`config.mk`:
```
export PLATFORM = sky130hd
export DESIGN_NAME = wb_arbiter2
export DESIGN_NICKNAME = d
export VERILOG_FILES = /design/src/rtl/wb_arbiter2.sv
export SDC_FILE = /design/constraint.sdc
export NUM_CORES = 1
export LEC_CHECK = 0
export ABC_CLOCK_PERIOD_IN_PS = 2800
export CAP_MARGIN = 5
export CORE_AREA = 2 2 125 127
export DETAILED_ROUTE_END_ITERATION = 12
export DIE_AREA = 0 0 127 129
export PLACE_DENSITY_LB_ADDON = 0.05
export SLEW_MARGIN = 25
export SYNTH_ARGS = -nofsm -noshare
export SYNTH_HDL_FRONTEND = slang
export SYNTH_SLANG_ARGS = --single-unit
```
`constraint.sdc`:
```
create_clock -name clk_i -period 2.8 [get_ports clk_i]
set_input_delay 0.28 -clock clk_i [delete_from_list [all_inputs] [get_ports clk_i]]
set_output_delay 0.28 -clock clk_i [all_outputs]
set_load 0.005 [all_outputs]
```
`src/rtl/wb_arbiter2.sv`:
```
// Two-master pipelined Wishbone arbiter: grant held for a whole cyc tenure, watchdog aborts hung cycles.
// Slave side is a combinational mux on the registered grant, so the granted master sees zero added latency.
module wb_arbiter2 #(
    parameter int PRIORITY_MODE = 0,
    parameter int TIMEOUT       = 256,
    parameter int AW            = 32
) (
    input  logic          clk_i,
    input  logic          rst_i,
    input  logic          m0_cyc,
    input  logic          m0_stb,
    input  logic          m0_we,
    input  logic [3:0]    m0_sel,
    input  logic [AW-1:0] m0_adr,
    input  logic [31:0]   m0_dat_m,
    output logic [31:0]   m0_dat_s,
    output logic          m0_ack,
    output logic          m0_stall,
    output logic          m0_err,
    input  logic          m1_cyc,
    input  logic          m1_stb,
    input  logic          m1_we,
    input  logic [3:0]    m1_sel,
    input  logic [AW-1:0] m1_adr,
    input  logic [31:0]   m1_dat_m,
    output logic [31:0]   m1_dat_s,
    output logic          m1_ack,
    output logic          m1_stall,
    output logic          m1_err,
    output logic          s_cyc,
    output logic          s_stb,
    output logic          s_we,
    output logic [3:0]    s_sel,
    output logic [AW-1:0] s_adr,
    output logic [31:0]   s_dat_m,
    input  logic [31:0]   s_dat_s,
    input  logic          s_ack,
    input  logic          s_stall,
    output logic [1:0]    grant_o
);

    typedef enum logic [1:0] {S_IDLE, S_GNT0, S_GNT1} state_t;

    localparam bit          WD_EN   = (TIMEOUT > 0);
    localparam logic [31:0] WD_LAST = (TIMEOUT > 0) ? 32'(TIMEOUT - 1) : 32'd0;

    state_t      state_q, state_d, pick;
    logic        last_q;   // 1 when m1 held the most recent grant
    logic [1:0]  hold_q;   // per-master hold-off after a watchdog abort
    logic [31:0] wd_q;
    logic        req0, req1, own_cyc, timeout;

    assign req0 = m0_cyc & ~hold_q[0];
    assign req1 = m1_cyc & ~hold_q[1];

    assign own_cyc = (state_q == S_GNT0) ? m0_cyc :
                     (state_q == S_GNT1) ? m1_cyc : 1'b0;

    // An ack landing in the final watchdog cycle still completes the access.
    assign timeout = WD_EN && own_cyc && (wd_q == WD_LAST) && !s_ack;

    assign m0_dat_s = s_dat_s;
    assign m1_dat_s = s_dat_s;

    always_comb begin
        pick = S_IDLE;
        if (req0 && req1)
            pick = (PRIORITY_MODE == 1 && !last_q) ? S_GNT1 : S_GNT0;
        else if (req0)
            pick = S_GNT0;
        else if (req1)
            pick = S_GNT1;
    end

    always_comb begin
        state_d = state_q;
        case (state_q)
            S_IDLE:  state_d = pick;
            S_GNT0:  if (timeout) state_d = S_IDLE; else if (!m0_cyc) state_d = pick;
            S_GNT1:  if (timeout) state_d = S_IDLE; else if (!m1_cyc) state_d = pick;
            default: state_d = S_IDLE;
        endcase
    end

    always_ff @(posedge clk_i or posedge rst_i) begin
        if (rst_i) begin
            state_q <= S_IDLE;
            last_q  <= 1'b1;
            hold_q  <= 2'b00;
            wd_q    <= 32'd0;
        end else begin
            state_q   <= state_d;
            hold_q[0] <= (timeout && state_q == S_GNT0) | (hold_q[0] & m0_cyc);
            hold_q[1] <= (timeout && state_q == S_GNT1) | (hold_q[1] & m1_cyc);
            if (state_d != state_q) begin
                wd_q <= 32'd0;
                if (state_d == S_GNT0)
                    last_q <= 1'b0;
                else if (state_d == S_GNT1)
                    last_q <= 1'b1;
            end else if (s_ack) begin
                wd_q <= 32'd0;
            end else if (WD_EN && own_cyc) begin
                wd_q <= wd_q + 32'd1;
            end
        end
    end

    always_comb begin
        grant_o  = 2'b00;
        s_cyc    = 1'b0;
        s_stb    = 1'b0;
        s_we     = 1'b0;
        s_sel    = 4'h0;
        s_adr    = '0;
        s_dat_m  = 32'h0;
        m0_ack   = 1'b0;
        m0_err   = 1'b0;
        m0_stall = 1'b1;
        m1_ack   = 1'b0;
        m1_err   = 1'b0;
        m1_stall = 1'b1;
        case (state_q)
            S_GNT0: begin
                grant_o  = 2'b01;
                s_cyc    = m0_cyc;
                s_stb    = m0_stb;
                s_we     = m0_we;
                s_sel    = m0_sel;
                s_adr    = m0_adr;
                s_dat_m  = m0_dat_m;
                m0_ack   = s_ack;
                m0_err   = timeout;
                m0_stall = s_stall;
            end
            S_GNT1: begin
                grant_o  = 2'b10;
                s_cyc    = m1_cyc;
                s_stb    = m1_stb;
                s_we     = m1_we;
                s_sel    = m1_sel;
                s_adr    = m1_adr;
                s_dat_m  = m1_dat_m;
                m1_ack   = s_ack;
                m1_err   = timeout;
                m1_stall = s_stall;
            end
            default: ;
        endcase
    end

endmodule
```
# ---- After elaboration in Yosys (flattened, before gate mapping)
# Index checks and enable logic that the tools add are counted.
dict set report classes {
  magnitude_cmp 0
  shift 0
  multipliers 0
  reduce_logical 8
  n_addsub 1
  n_bitwise 8
  n_div 0
  n_mux 26
  n_eq_ne 4
}
# operator count
set ops {}
lappend ops {{case mux 32 bit (2 select lines)} 2}
lappend ops {{two-way mux 32 bit} 3}
lappend ops {{adder 32 x 1 -> 32 bit (second input constant)} 1}
lappend ops {{equality test 32 x 8 -> 1 bit (second input constant)} 1}
lappend ops {{two-way mux 2 bit} 7}
lappend ops {{two-way mux 1 bit} 8}
lappend ops {{case mux 4 bit (2 select lines)} 1}
lappend ops {{case mux 1 bit (2 select lines)} 3}
lappend ops {{case mux 2 bit (3 select lines)} 1}
lappend ops {{logical AND 1 bit} 5}
lappend ops {{bitwise AND 1 bit} 4}
lappend ops {{case mux 2 bit (2 select lines)} 1}
lappend ops {{nonzero test 3 bit} 1}
lappend ops {{equality test 2 x 1 -> 1 bit (second input constant)} 1}
lappend ops {{equality test 2 bit (second input constant)} 1}
lappend ops {{logical NOT 2 bit} 1}
lappend ops {{!= test 2 bit} 1}
lappend ops {{inverter 1 bit} 2}
lappend ops {{bitwise OR 1 bit} 2}
lappend ops {{logical NOT 1 bit} 1}
dict set report word_totals {
  output_inout_bits 143
  rom_bits 0
  mem_count 0
  reg_bits 36
  latchBits 0
  inputBits 178
  mem_bits_rw 0
}

# ---- Depth between registers and ports, before layout
# Gate-level depths: netlist of the first run.
dict set report logic_depth {
  ltp_word 10
  depth_mapped 8
  mapped_depth_nobuf 7
}

# ---- Worst setup path before layout of the first run
# OpenSTA, ideal clock, no wires.
dict set report synth_path {
  path_type {reg2reg}
  startpoint {reg state_q[1]}
  endpoint {reg wd_q[0]}
  arrival_time_ps 2143
  stages_incl_launch_ff 9
  setup_ps 121
  n_path_buf 1
  required_ps 2679
  path_slack_ps 537
  synth_period_minus_slack_ps 2263
  path_cell_list {dfrtp_1 inv_1 ha_1 nand3b_4 a2111oi_4 nand3_2 a22oi_4 buf_4 nor3_2}
}
dict set report synth_between {
  elab_chain_cells 9
  elab_cells_between_ends 15
}
# item line_no
set synth_lines {}
lappend synth_lines {{start, declared} 47} ;# state_t state_q, state_d, pick;
lappend synth_lines {{start signal, assigned} 92} ;# state_q <= state_d;
lappend synth_lines {{equality test 2 bit} {57, 77}}
lappend synth_lines {{two-way mux 1 bit} 57} ;# (state_q == S_GNT1) ? m1_cyc : 1'b0;
lappend synth_lines {{two-way mux 1 bit} 56} ;# assign own_cyc = (state_q == S_GNT0) ? m0_cyc :
lappend synth_lines {{logical AND 1 bit (2 in series)} 60} ;# assign timeout = WD_EN && own_cyc && (wd_q == WD_LAST) && !s_ack;
lappend synth_lines {{two-way mux 2 bit, on equally long branches} {80, 79}}
lappend synth_lines {{case mux 2 bit (3 select lines)} 77} ;# case (state_q)
lappend synth_lines {{!= test 2 bit} 95} ;# if (state_d != state_q) begin
lappend synth_lines {{nonzero test 3 bit (no source line) / two-way mux 32 bit (equally long branches)} -}
lappend synth_lines {{end signal, assigned} 104} ;# wd_q <= wd_q + 32'd1;
lappend synth_lines {{end, declared} 50} ;# logic [31:0] wd_q;
# Parallel ways exist; a longest one is shown, timed or not.
# A chain may end at the register's enable or synchronous reset.

# ---- Worst setup path after layout of the first run
dict set report layout_path {
  startpoint {reg state_q[0]}
  endpoint {out m0_err}
}
dict set report layout_between {
  elab_chain_cells 6
  elab_cells_between_ends 7
}
# item line_no
set layout_lines {}
lappend layout_lines {{equality test 2 bit} 57}
lappend layout_lines {{two-way mux 1 bit} 57}
lappend layout_lines {{two-way mux 1 bit} 56}
lappend layout_lines {{logical AND 1 bit (2 in series)} 60}
lappend layout_lines {{two-way mux 1 bit (*)} 123} ;# case (state_q)
lappend layout_lines {{end, declared} 19} ;# output logic m0_err,
# Mark *: on every way between the ends. The rest lies on a longest branch, timed or not.

==> results.env, run 1 <==
SYNTH_TOP_CELLS_BY_AREA='sky130_fd_sc_hd__dfrtp_1 23%, sky130_fd_sc_hd__a22oi_1 13%, sky130_fd_sc_hd__buf_4 12%'
DIEHEIGHT_MICRONS=129
NUM_IO_PINS=321
REG2REG_SETUP_SLACK_NS=0.40
GRT_PASS1_VIAS=4093
R2R.WORST_PATH.CELLS=9
POST-ROUTE-UTIL_PCT=41.5
COUNT_OF_ANTENNA_VIOLATING_NETS_LEFT_AFTER_DETAILED_ROUTING=0
REPORT.FINAL.SLEW_VIOL_COUNT=0
SYNTH_TOP_CELL_AREA_SHARE_PCT=22.6
POST_DRT_WL_PER_CELL_MICRONS=25.6
NUM_VIAS=4195
NUMBER_OF_LOGIC_STAGES_ON_THE_CRITICAL_PATH_INCLUDING_BUFFERING=7
WORST-SLEW-PIN-TRANSITION_NS=0.611
REGTOREGENDPOINT='wd_q[19]$_DFFE_PP0P_'
CTS.ROOT.BUFFER_CELL='sky130_fd_sc_hd__clkbuf_16'
SYN_AVG_CELL_AREA_SQ_UM=8.63
SYN_TO_FINAL_GROWTH_PCT=56.1
POSTROUTEWIRELENGTH_MM=20.7
PLACEMENT.SETUP.WORST_SLACK_NS=0.250
SYN-NUM-NETS=645
TOTAL_DRC_ERRORS_IN_THE_ROUTED_LAYOUT=0
SYNTH_COMPOUND_AREA_SHARE_PCT=18.9
GPL.FINAL_WEIGHTED_CONGESTION=0.934
BEGINNING_OF_THE_WORST_REGISTER_TO_REGISTER_PATH='state_q[1]$_DFF_PP0_'
NETLIST-CELL-TYPE-COUNT=44
GRT_PASS1_WL_MM=28.6
SYNTH-XOR-AREA-SHARE_PCT=6.61
FINAL_DESIGN_AREA_NO_FILL_SQ_UM=6210
PORT_BUFFERS=224
FINAL.SETUP.TNS_NS=0
CRITICAL-PATH-SLOWEST-CELL='sky130_fd_sc_hd__clkdlybuf4s50_1'
YOSYS_WARNINGS=0
CRITPATHBUFINV=2
DRIVE_ABOVE_1_SHARE_PCT=12.2
ROUTE.DETAILED.VIAS_PER_INST=5.17
DESIGN.DIE.AREA_SQ_UM=16400
HOLD_VIOLATIONS=0
POST_CTS_HOLD_BUFFER_COUNT=0
CTS_TREE='done'
SLEW_HEADROOM_PCT=59.2
ANTENNA_FOUND_INITIAL=5
TIMING.FINAL.SETUP_VIOLATIONS=0
DRV.MAX_CAP_VIOLATION_COUNT=0
SYNTH_SIMPLE_GATE_AREA_SHARE_PCT=33.4
DRT_ITER0_MARKERS=291
CTS_INSERTED_BUFFERS=5
SYN_AREA_SQ_UM=3980
LARGEST_FAMILY_OF_LOGIC_CELLS_BY_SYNTHESIZED_AREA='simple AND/OR/NAND/NOR gates'
WORST_SETUP_PATH_START_KIND='register'
NUMCLOCKSINKS=36
CELLPOWERDENSITY_nW_PER_UM2=675
CRIT_ARRIVAL_NS=2.43
SETUP.WORST_PATH.START='state_q[0]$_DFF_PP0_'
SYNTHMUXAREASHARE_PCT=0.252
TOTAL_POWER_uW=4190
NETLIST_INSTANCES=461
START_UTIL_PCT=26.6
DR.PASS1.ITERS=5
PLACEABLECOREAREA_SQ_UM=15000
CRITICAL_PATH_CLASS='register to output port'
CRITICAL_PATH.MAX_FANOUT=7
DIE_X_MICRONS=127
PIN_COUNT_OF_THE_BIGGEST_NET_ENTERING_GLOBAL_ROUTING=64
CLK-INSERTION-DELAY-LATE_NS=0.29
SYNTH_AREA_LEADER_CELL='sky130_fd_sc_hd__dfrtp_1'
CTS_MAX_PATH_BUFFERS=2
FINAL.SETUP.WORST_SLACK_NS=0.0862
STATUS='complete, no violations'
ACHIEVABLE-FREQUENCY_MHz=368
NUM_ROWS=45
NFILLCELLS=1496
HTREEDEPTH=2
CRITICAL_PATH.MAX_STAGE_DELAY_NS=0.52
WORST-ENDPOINT-REQUIRED_NS=2.52
SETUP.WORST_PATH.END_CLASS='output port'
GRT-OVFL-TOTAL=0
CLKTRANSATPATHREGS_NS=0.07
POSTPLACECELLAREA_SQ_UM=6010
CP-ENDPOINT='m0_err'
CP_CELL_SEQUENCE='inv_2, ha_4, nand3b_4, a2111oi_4, and3_4, and2_1, clkdlybuf4s50_1'
HOLD_PATH_CLASS='input port to asynchronous set/reset pin'
SYNTH-SEQ-CELLS=36
GLOBAL_ROUTE.USAGE.TOTAL_PCT=24.1
CRITICAL_PATH.TOP_DELAY_FAMILY='buffers and inverters'
DETAILEDPLACEMENTHPWL_MM=17.1
TOTAL_LEAKAGE_POWER_uW=0.00223
AREA_SHARE_OF_FA_HA_MAJ_CELLS_AFTER_SYNTHESIS_PCT=1.89
PERIOD_MINUS_SLACK_NS=2.71
VDD_DROP_MAX_mV=0.449
CLOCK_SKEW_NS=0.0102
TIMING.FINAL.CRIT_SHARE_PCT=96.9
FINISH.NET_COUNT=804
SYNTH_SEQUENTIAL_AREA_RATIO_PCT=22.6
## layout make-up
class / count / area, sq um / area share [%]
Multi-Input combinational cell: 325 / 2450 / 39.5
Timing Repair Buffer: 246 / 2450 / 39.5
Sequential cell: 36 / 902 / 14.5
Tap cell: 188 / 235 / 3.79
Clock buffer: 5 / 125 / 2.01
Inverter: 6 / 22.5 / 0.363
Clock inverter: 3 / 18.8 / 0.302
Antenna cell: 2 / 5.00 / 0.0806
## layout by cell type (no fill, tap or decap), types with 2 or more instances in the layout
| cell type | count |
|---|---|
| sky130_fd_sc_hd__nor3_2 | 30 |
| sky130_fd_sc_hd__a21oi_1 | 5 |
| sky130_fd_sc_hd__buf_12 | 3 |
| sky130_fd_sc_hd__nor2b_1 | 73 |
| sky130_fd_sc_hd__xnor2_1 | 5 |
| sky130_fd_sc_hd__ha_4 | 2 |
| sky130_fd_sc_hd__nor2_1 | 7 |
| sky130_fd_sc_hd__nand2_1 | 16 |
| sky130_fd_sc_hd__nor3_1 | 2 |
| sky130_fd_sc_hd__nand2b_1 | 3 |
| sky130_fd_sc_hd__and3_1 | 6 |
| sky130_fd_sc_hd__diode_2 | 2 |
| sky130_fd_sc_hd__clkdlybuf4s50_1 | 223 |
| sky130_fd_sc_hd__buf_4 | 18 |
| sky130_fd_sc_hd__o21ai_0 | 6 |
| sky130_fd_sc_hd__clkbuf_16 | 5 |
| sky130_fd_sc_hd__dfrtp_1 | 35 |
| sky130_fd_sc_hd__a22oi_1 | 70 |
| sky130_fd_sc_hd__nor4_1 | 7 |
| sky130_fd_sc_hd__and2_1 | 8 |
| sky130_fd_sc_hd__nor3b_1 | 2 |
| sky130_fd_sc_hd__xor2_1 | 25 |
| sky130_fd_sc_hd__a21o_1 | 2 |
| sky130_fd_sc_hd__ha_1 | 4 |
| sky130_fd_sc_hd__inv_1 | 5 |
| sky130_fd_sc_hd__nand4_1 | 18 |
| sky130_fd_sc_hd__and4_1 | 5 |
| sky130_fd_sc_hd__clkinv_2 | 2 |
| sky130_fd_sc_hd__nand3_1 | 11 |
## where the power goes
group          internal [uW]  switching [uW]
combinational           1550            1510
clock                    328             237
sequential               539            23.7
## cells by family after synthesis
logic type	after synthesis
buffers and inverters	100
AND/OR/NAND/NOR	195
flip-flops	36
multiplexers	1
XOR/XNOR	30
AO/OA/AOI/OAI	93
adder cells (fa/ha/maj)	6
## sequential cells by signal, indices dropped and copies added, names as in the netlist
| name | cells |
|---|---|
| state_q | 2 |
| wd_q | 32 |
| hold_q | 2 |
## stage by stage
stage | std cells | hold WS, ns
6_report | 811 | 0.409
5_1_grt | 809 | 0.473
4_1_cts | 807 | 0.446
3_5_place_dp | 798 | 0.514
3_3_place_gp | 798 | 0.511
2_1_floorplan | 461 | 0.397
## tightest hold or removal path, stage by stage
cell and delay [ns]:
sky130_fd_sc_hd__clkdlybuf4s50_1 0.40, sky130_fd_sc_hd__inv_1 0.05, sky130_fd_sc_hd__buf_4 0.41
## routing by layer
metal | global-route usage, % | wire, microns | vias to the layer above
met5 | 0 | 45 | -
met4 | 10.0 | 829 | 8
met2 | 34.9 | 8980 | 225
met1 | 29.7 | 8030 | 2006
li1 | - | - | 1910
met3 | 13.0 | 2860 | 46
## cell usage after synthesis (all sizes together)
cell      n
a2111oi   3
a211oi    1
a21boi    1
a21o      2
a21oi     6
a22oi    71
and2      8
and3      7
and4      5
buf      70
clkbuf   24
dfrtp    36
ha        6
inv       6
mux2i     1
nand2    17
nand2b    3
nand3    12
nand3b    2
nand4    19
nor2      7
nor2b    73
nor3     32
nor3b     2
nor4      8
o211ai    1
o21ai     6
o311ai    1
o31ai     1
xnor2     5
xor2     25
## worst min-delay path by stage
stage,end,depth (start not counted)
5_1_grt,hold_q[1]$_DFF_PP0_,3
6_report,hold_q[1]$_DFF_PP0_,3
2_1_floorplan,hold_q[0]$_DFF_PP0_,1
3_5_place_dp,hold_q[1]$_DFF_PP0_,1
4_1_cts,hold_q[1]$_DFF_PP0_,3
3_3_place_gp,hold_q[1]$_DFF_PP0_,1
## what timing repair did
| item | CTS | global route |
|---|---|---|
| resized for setup | 3 | 3 |
| setup endpoints to repair | 7 | 12 |
| pin swaps | 1 | 2 |
| buffers inserted | 1 | 2 |
Power figures use the tool's default switching activity.
==> run 2: changes to the inputs <==
--- a/config.mk
+++ b/config.mk
@@ -15,3 +15,4 @@
 export SYNTH_ARGS = -nofsm -noshare
 export SYNTH_HDL_FRONTEND = slang
 export SYNTH_SLANG_ARGS = --single-unit
+export TNS_END_PERCENT = 30
==> run 2 against run 1 <==
Compared with the run above:
- first-iteration DRC count is 9.3% higher
- flip-flop and latch count unchanged
- hold slack better by 0.0034 ns
- via count down 0.43%
- cell count decreased by 0.12%
- cell area down 0.12%
- critical path type unchanged
- global-route usage is the same
- sequential share of layout area is essentially flat
- non-clock buffer count shrank 1
- clock power hardly changed
==> results.env, run 2 (same netlist as run 1, synthesis figures left out) <==
STATUS='complete, no violations'
CELLPOWERDENSITY_nW_PER_UM2=674
PERIOD_MINUS_SLACK_NS=2.73
FINISH.NET_COUNT=803
PORT_BUFFERS=224
REPORT.FINAL.SLEW_VIOL_COUNT=0
SEQUENTIAL_CELL_AREA_SQ_UM=902
DESIGN.DIE.AREA_SQ_UM=16400
NFILLCELLS=1497
WORST_SETUP_PATH_START_KIND='register'
VDD_DROP_MAX_mV=0.450
NUM_IO_PINS=321
POST_DRT_WL_PER_CELL_MICRONS=25.6
MOST_COMMON_CELL_AFTER_LAYOUT_FILL_AND_TAPS_ASIDE='sky130_fd_sc_hd__clkdlybuf4s50_1'
HOLD_PATH_CLASS='input port to asynchronous set/reset pin'
SETUP_REPAIR_AFTER_GLOBAL_ROUTING_MISSED_ITS_MARGIN='yes'
WORST-SLEW-PIN-TRANSITION_NS=0.625
DRIVE_ABOVE_1_SHARE_PCT=12.1
NUM_ROWS=45
GRT-OVFL-TOTAL=0
CTS_INSERTED_BUFFERS=5
GRT_PASS1_WL_MM=28.6
WL_MET1_MM=7.93
DR.PASS1.ITERS=4
FIN_HOLD_WS_NS=0.412
GPL.FINAL_WEIGHTED_CONGESTION=0.934
WORST-ENDPOINT-REQUIRED_NS=2.52
ACHIEVABLE-FREQUENCY_MHz=367
TIMING.FINAL.SETUP_VIOLATIONS=0
SYN_TO_FINAL_GROWTH_PCT=56.0
ANTENNA_FOUND_INITIAL=5
TOPROUTINGLAYERUSED='met5'
TOTAL_DRC_ERRORS_IN_THE_ROUTED_LAYOUT=0
MOST_FREQUENT_CELLS_IN_THE_LAYOUT='223 x sky130_fd_sc_hd__clkdlybuf4s50_1, 73 x sky130_fd_sc_hd__nor2b_1, 70 x sky130_fd_sc_hd__a22oi_1, 35 x sky130_fd_sc_hd__dfrtp_1, 30 x sky130_fd_sc_hd__nor3_2'
SLEW_HEADROOM_PCT=58.2
CLOCK_SKEW_NS=0.0100
REG2REG_SETUP_SLACK_NS=0.33
CLK-INSERTION-DELAY-LATE_NS=0.29
TIMING.FINAL.CRIT_SHARE_PCT=97.4
CTS_MAX_PATH_BUFFERS=2
FINAL_DESIGN_AREA_NO_FILL_SQ_UM=6200
DIE_X_MICRONS=127
SETUP.WORST_PATH.END_CLASS='output port'
NUM_VIAS=4177
LEADING_REGISTERS_BY_FLOP_COUNT='wd_q (32), hold_q (2), state_q (2)'
POST_CTS_HOLD_BUFFER_COUNT=0
PIN_COUNT_OF_THE_BIGGEST_NET_ENTERING_GLOBAL_ROUTING=64
REG_WITH_MOST_FFS='wd_q'
DETAILEDPLACEMENTHPWL_MM=17.1
CRITICAL_PATH.MAX_FANOUT=8
CRITICAL_PATH_CLASS='register to output port'
DRV.MAX_CAP_VIOLATION_COUNT=0
START_UTIL_PCT=26.6
CLKTRANSATPATHREGS_NS=0.07
POST-ROUTE-UTIL_PCT=41.4
MULTI_INPUT_AREA_SQ_UM=2450
HOLD_VIOLATIONS=0
DRT_ITER0_MARKERS=318
DIEHEIGHT_MICRONS=129
TOTAL_LEAKAGE_POWER_uW=0.00223
COUNT_OF_ANTENNA_VIOLATING_NETS_LEFT_AFTER_DETAILED_ROUTING=0
CTS_TREE='done'
POSTROUTEWIRELENGTH_MM=20.7
MET3WIRELENGTH_MM=2.91
ROUTE.DETAILED.VIAS_PER_INST=5.16
PLACEABLECOREAREA_SQ_UM=15000
CRIT_ARRIVAL_NS=2.45
HTREEDEPTH=2
POSTPLACECELLAREA_SQ_UM=6010
NUMCLOCKSINKS=36
WL_MET2_MM=9.02
GRT_PASS1_VIAS=4093
GLOBAL_ROUTE.USAGE.TOTAL_PCT=24.1
TOTAL_POWER_uW=4180
LARGEST_REGISTER_FF_COUNT=32
FINAL.SETUP.TNS_NS=0
CTS.ROOT.BUFFER_CELL='sky130_fd_sc_hd__clkbuf_16'
[run 2: final timing paths]
check,depth (start not counted),to,startpoint
max,6,m0_err,state_q[0]$_DFF_PP0_
min,3,hold_q[1]$_DFF_PP0_,rst_i
max reg2reg,9,wd_q[23]$_DFFE_PP0P_,state_q[1]$_DFF_PP0_
min reg2reg,1,hold_q[1]$_DFF_PP0_,hold_q[1]$_DFF_PP0_
max in group asynchronous,3,state_q[0]$_DFF_PP0_,rst_i
min in group clk_i,1,hold_q[1]$_DFF_PP0_,hold_q[1]$_DFF_PP0_
[run 2: power by group]
part,internal (uW),switching (uW)
Combinational,1550,1510
Clock,328,236
Sequential,539,23.9
Total,2420,1770
[run 2: timing repair]
item	in CTS	in global routing
setup endpoints to repair	7	12
setup buffers	1	1
gates resized for setup	3	3
pin swaps	1	1
hold endpoints to repair	0	0
[run 2: worst max-delay path, stage by stage, from the launching register on]
cell                              delay (ns)
sky130_fd_sc_hd__dfrtp_2                0.47
sky130_fd_sc_hd__ha_4                   0.22
sky130_fd_sc_hd__nand3b_4               0.18
sky130_fd_sc_hd__a2111oi_4              0.37
sky130_fd_sc_hd__and3_4                 0.26
sky130_fd_sc_hd__and2_1                 0.15
sky130_fd_sc_hd__clkdlybuf4s50_1        0.52
[run 2: layer usage]
metal	GRT usage (%)	up-vias
met5	0	-
met4	10.0	8
met3	13.0	46
met2	34.9	233
met1	29.7	1979
li1	-	1911
[run 2: cell type report]
| class | count | area share, % |
|---|---|---|
| multi-input combinational | 325 | 39.5 |
| timing repair buffer | 245 | 39.4 |
| sequential | 36 | 14.5 |
| tap | 188 | 3.79 |
| clock buffer | 5 | 2.02 |
| inverter | 6 | 0.363 |
| clock inverter | 3 | 0.303 |
| antenna | 2 | 0.0807 |
[run 2: stage by stage]
step	std cells	setup WS [ns]
2_1_floorplan	461	0.537
3_3_place_gp	798	0.274
3_5_place_dp	798	0.250
4_1_cts	807	0.00238
5_1_grt	808	-0.0149
6_report	810	0.0731
==> run 3: changes to the inputs <==
--- a/config.mk
+++ b/config.mk
@@ -7,9 +7,10 @@
 export LEC_CHECK = 0
 export ABC_CLOCK_PERIOD_IN_PS = 2800
 export CAP_MARGIN = 5
-export CORE_AREA = 2 2 125 127
+export CELL_PAD_IN_SITES_DETAIL_PLACEMENT = 1
+export CELL_PAD_IN_SITES_GLOBAL_PLACEMENT = 1
+export CORE_UTILIZATION = 23
 export DETAILED_ROUTE_END_ITERATION = 12
-export DIE_AREA = 0 0 127 129
 export PLACE_DENSITY_LB_ADDON = 0.05
 export SLEW_MARGIN = 25
 export SYNTH_ARGS = -nofsm -noshare
==> run 3 against run 2 <==
Compared with the run above:
- sequential share of layout area shrank 0.13 points
- cell area grew 1.0%
- die area grew 8.8%
- clock skew shrank 0.0022 ns
- total power shrank 0.17%
- largest cell class is now buffers
- largest power group unchanged
- highest routed layer is now met4
==> results.env, run 3 (same netlist as run 1, synthesis figures left out) <==
STATUS='complete, no violations'
PLACEMENT.SETUP.WORST_SLACK_NS=0.101
GPL.FINAL_WEIGHTED_CONGESTION=0.803
USE_MET2_PCT=38.7
SLEW_HEADROOM_PCT=57.5
TOTAL_LEAKAGE_POWER_uW=0.00221
CTS_TREE='done'
CTS_INSERTED_BUFFERS=5
NUMBER_OF_LOGIC_STAGES_ON_THE_CRITICAL_PATH_INCLUDING_BUFFERING=6
SETUP_REPAIR_AFTER_GLOBAL_ROUTING_MISSED_ITS_MARGIN='no'
DIEHEIGHT_MICRONS=134
WORST_SETUP_PATH_START_KIND='register'
DRV.MAX_CAP_VIOLATION_COUNT=0
HOLD_PATH_CLASS='input port to asynchronous set/reset pin'
DP.CELLS=826
ANTENNA_FOUND_INITIAL=1
CRITICAL-PATH-SLOWEST-CELL='sky130_fd_sc_hd__clkdlybuf4s50_1'
POST_DRT_WL_PER_CELL_MICRONS=22.1
CRITPATHBUFINV=1
POST_CTS_HOLD_BUFFER_COUNT=0
MOST_COMMON_CELL_AFTER_LAYOUT_FILL_AND_TAPS_ASIDE='sky130_fd_sc_hd__clkdlybuf4s50_1'
SETUP.WORST_PATH.END_CLASS='output port'
DIE_X_MICRONS=134
POSTPLACECELLAREA_SQ_UM=6050
CRITICAL_PATH.TOP_DELAY_FAMILY='simple AND/OR/NAND/NOR gates'
R2R.WORST_PATH.CELLS=9
MET3_USAGE_PCT=5.37
ACHIEVABLE-FREQUENCY_MHz=371
HTREEDEPTH=2
TIMING.FINAL.CRIT_SHARE_PCT=96.3
PIN_COUNT_OF_THE_BIGGEST_NET_ENTERING_GLOBAL_ROUTING=77
REPORT.FINAL.SLEW_VIOL_COUNT=0
HOLD_VIOLATIONS=0
GLOBAL_ROUTE.USAGE.TOTAL_PCT=20.4
COUNT_OF_ANTENNA_VIOLATING_NETS_LEFT_AFTER_DETAILED_ROUTING=0
POSTROUTEWIRELENGTH_MM=18.6
GRT_PASS1_VIAS=4394
FINAL.SETUP.TNS_NS=0
CRIT_ARRIVAL_NS=2.42
CELLPOWERDENSITY_nW_PER_UM2=666
TIMING.FINAL.SETUP_VIOLATIONS=0
CRITICAL_PATH.MAX_STAGE_DELAY_NS=0.52
GRT_PASS1_WL_MM=27.1
CRITICAL_PATH.MAX_FANOUT=5
NUM_VIAS=4090
CLK-INSERTION-DELAY-LATE_NS=0.29
DRT_ITER0_MARKERS=170
DETAILEDPLACEMENTHPWL_MM=14.6
MOST_FREQUENT_CELLS_IN_THE_LAYOUT='224 x sky130_fd_sc_hd__clkdlybuf4s50_1, 73 x sky130_fd_sc_hd__nor2b_1, 70 x sky130_fd_sc_hd__a22oi_1, 34 x sky130_fd_sc_hd__dfrtp_1, 30 x sky130_fd_sc_hd__nor3_2'
VDD_DROP_MAX_mV=0.444
WORST-SLEW-PIN-TRANSITION_NS=0.636
DR.PASS1.ITERS=4
DESIGN.DIE.AREA_SQ_UM=17800
LARGEST_REGISTER_FF_COUNT=32
PORT_BUFFERS=224
CTS.ROOT.BUFFER_CELL='sky130_fd_sc_hd__clkbuf_16'
NUMCLOCKSINKS=36
CP_CELL_SEQUENCE='ha_4, nand3b_4, a2111oi_4, and3_4, and2_1, clkdlybuf4s50_1'
PERIOD_MINUS_SLACK_NS=2.70
NUM_IO_PINS=321
START_UTIL_PCT=23.7
ROUTE.DETAILED.VIAS_PER_INST=4.86
FINISH.NET_COUNT=803
FINAL_DESIGN_AREA_NO_FILL_SQ_UM=6270
LEADING_REGISTERS_BY_FLOP_COUNT='wd_q (32), hold_q (2), state_q (2)'
NUM_ROWS=47
DRIVE_ABOVE_1_SHARE_PCT=12.4
GRT-OVFL-TOTAL=0
FINAL.SETUP.WORST_SLACK_NS=0.103
REG2REG_SETUP_SLACK_NS=0.47
CLKTRANSATPATHREGS_NS=0.06
CRITICAL_PATH_CLASS='register to output port'
CLOCK_SKEW_NS=0.00782
REG_WITH_MOST_FFS='wd_q'
GRT_UTIL_MET1_PCT=22.1
GLOBAL_ROUTE.PEAK_USAGE_LAYER='met2'
CTS_MAX_PATH_BUFFERS=2
TOTAL_DRC_ERRORS_IN_THE_ROUTED_LAYOUT=0
WORST-ENDPOINT-REQUIRED_NS=2.52
PLACEABLECOREAREA_SQ_UM=16800
SYN_TO_FINAL_GROWTH_PCT=57.5
FINAL_CELLS=841
NFILLCELLS=1914
[run 3: worst paths after layout]
check	start	endpoint
max	state_q[0]$_DFF_PP0_	m1_err
min	rst_i	wd_q[1]$_DFFE_PP0P_
max reg2reg	state_q[0]$_DFF_PP0_	wd_q[8]$_DFFE_PP0P_
min reg2reg	hold_q[1]$_DFF_PP0_	hold_q[1]$_DFF_PP0_
max in group asynchronous	rst_i	state_q[1]$_DFF_PP0_
min in group clk_i	hold_q[1]$_DFF_PP0_	hold_q[1]$_DFF_PP0_
[run 3: metal layers]
metal	part of all wire, %	up-vias
met2	55	168
li1	-	1901
met5	0	-
met1	37	1999
met4	1.6	0
met3	6.7	22
[run 3: stage by stage]
stage                     hold slack (ns)  util [%]  power (uW)
after floorplan                     0.397         -        2160
after global placement              0.512      36.1        3590
after detailed placement            0.510      36.1        3610
after CTS                           0.466      37.3        4260
after global routing                0.480      37.4        4460
final                               0.419      37.4        4170
[run 3: area by class of cell]
type / count / area, sq um / area share, %
Clock inverter: 3 / 18.8 / 0.300
Multi-Input combinational cell: 325 / 2450 / 39.2
Timing Repair Buffer: 245 / 2460 / 39.3
Sequential cell: 36 / 903 / 14.4
Antenna cell: 1 / 2.50 / 0.0399
Tap cell: 220 / 275 / 4.39
Inverter: 6 / 25.0 / 0.399
Clock buffer: 5 / 125 / 2.00
[run 3: where the power goes]
group | internal [uW] | leakage, uW | switching [uW]
Combinational | 1570 | 0.00164 | 1470
Sequential | 540 | 0.000498 | 22.2
Clock | 328 | 0.0000736 | 238
[run 3: what timing repair did]
item,in CTS,in global routing
resized for setup,5,1
setup buffers,4,2
setup endpoints to repair,4,2
pin swaps,1,2
[run 3: worst min-delay path, cell delays in order]
cell and delay, ns:
sky130_fd_sc_hd__clkdlybuf4s50_1 0.40, sky130_fd_sc_hd__inv_1 0.05, sky130_fd_sc_hd__buf_4 0.41
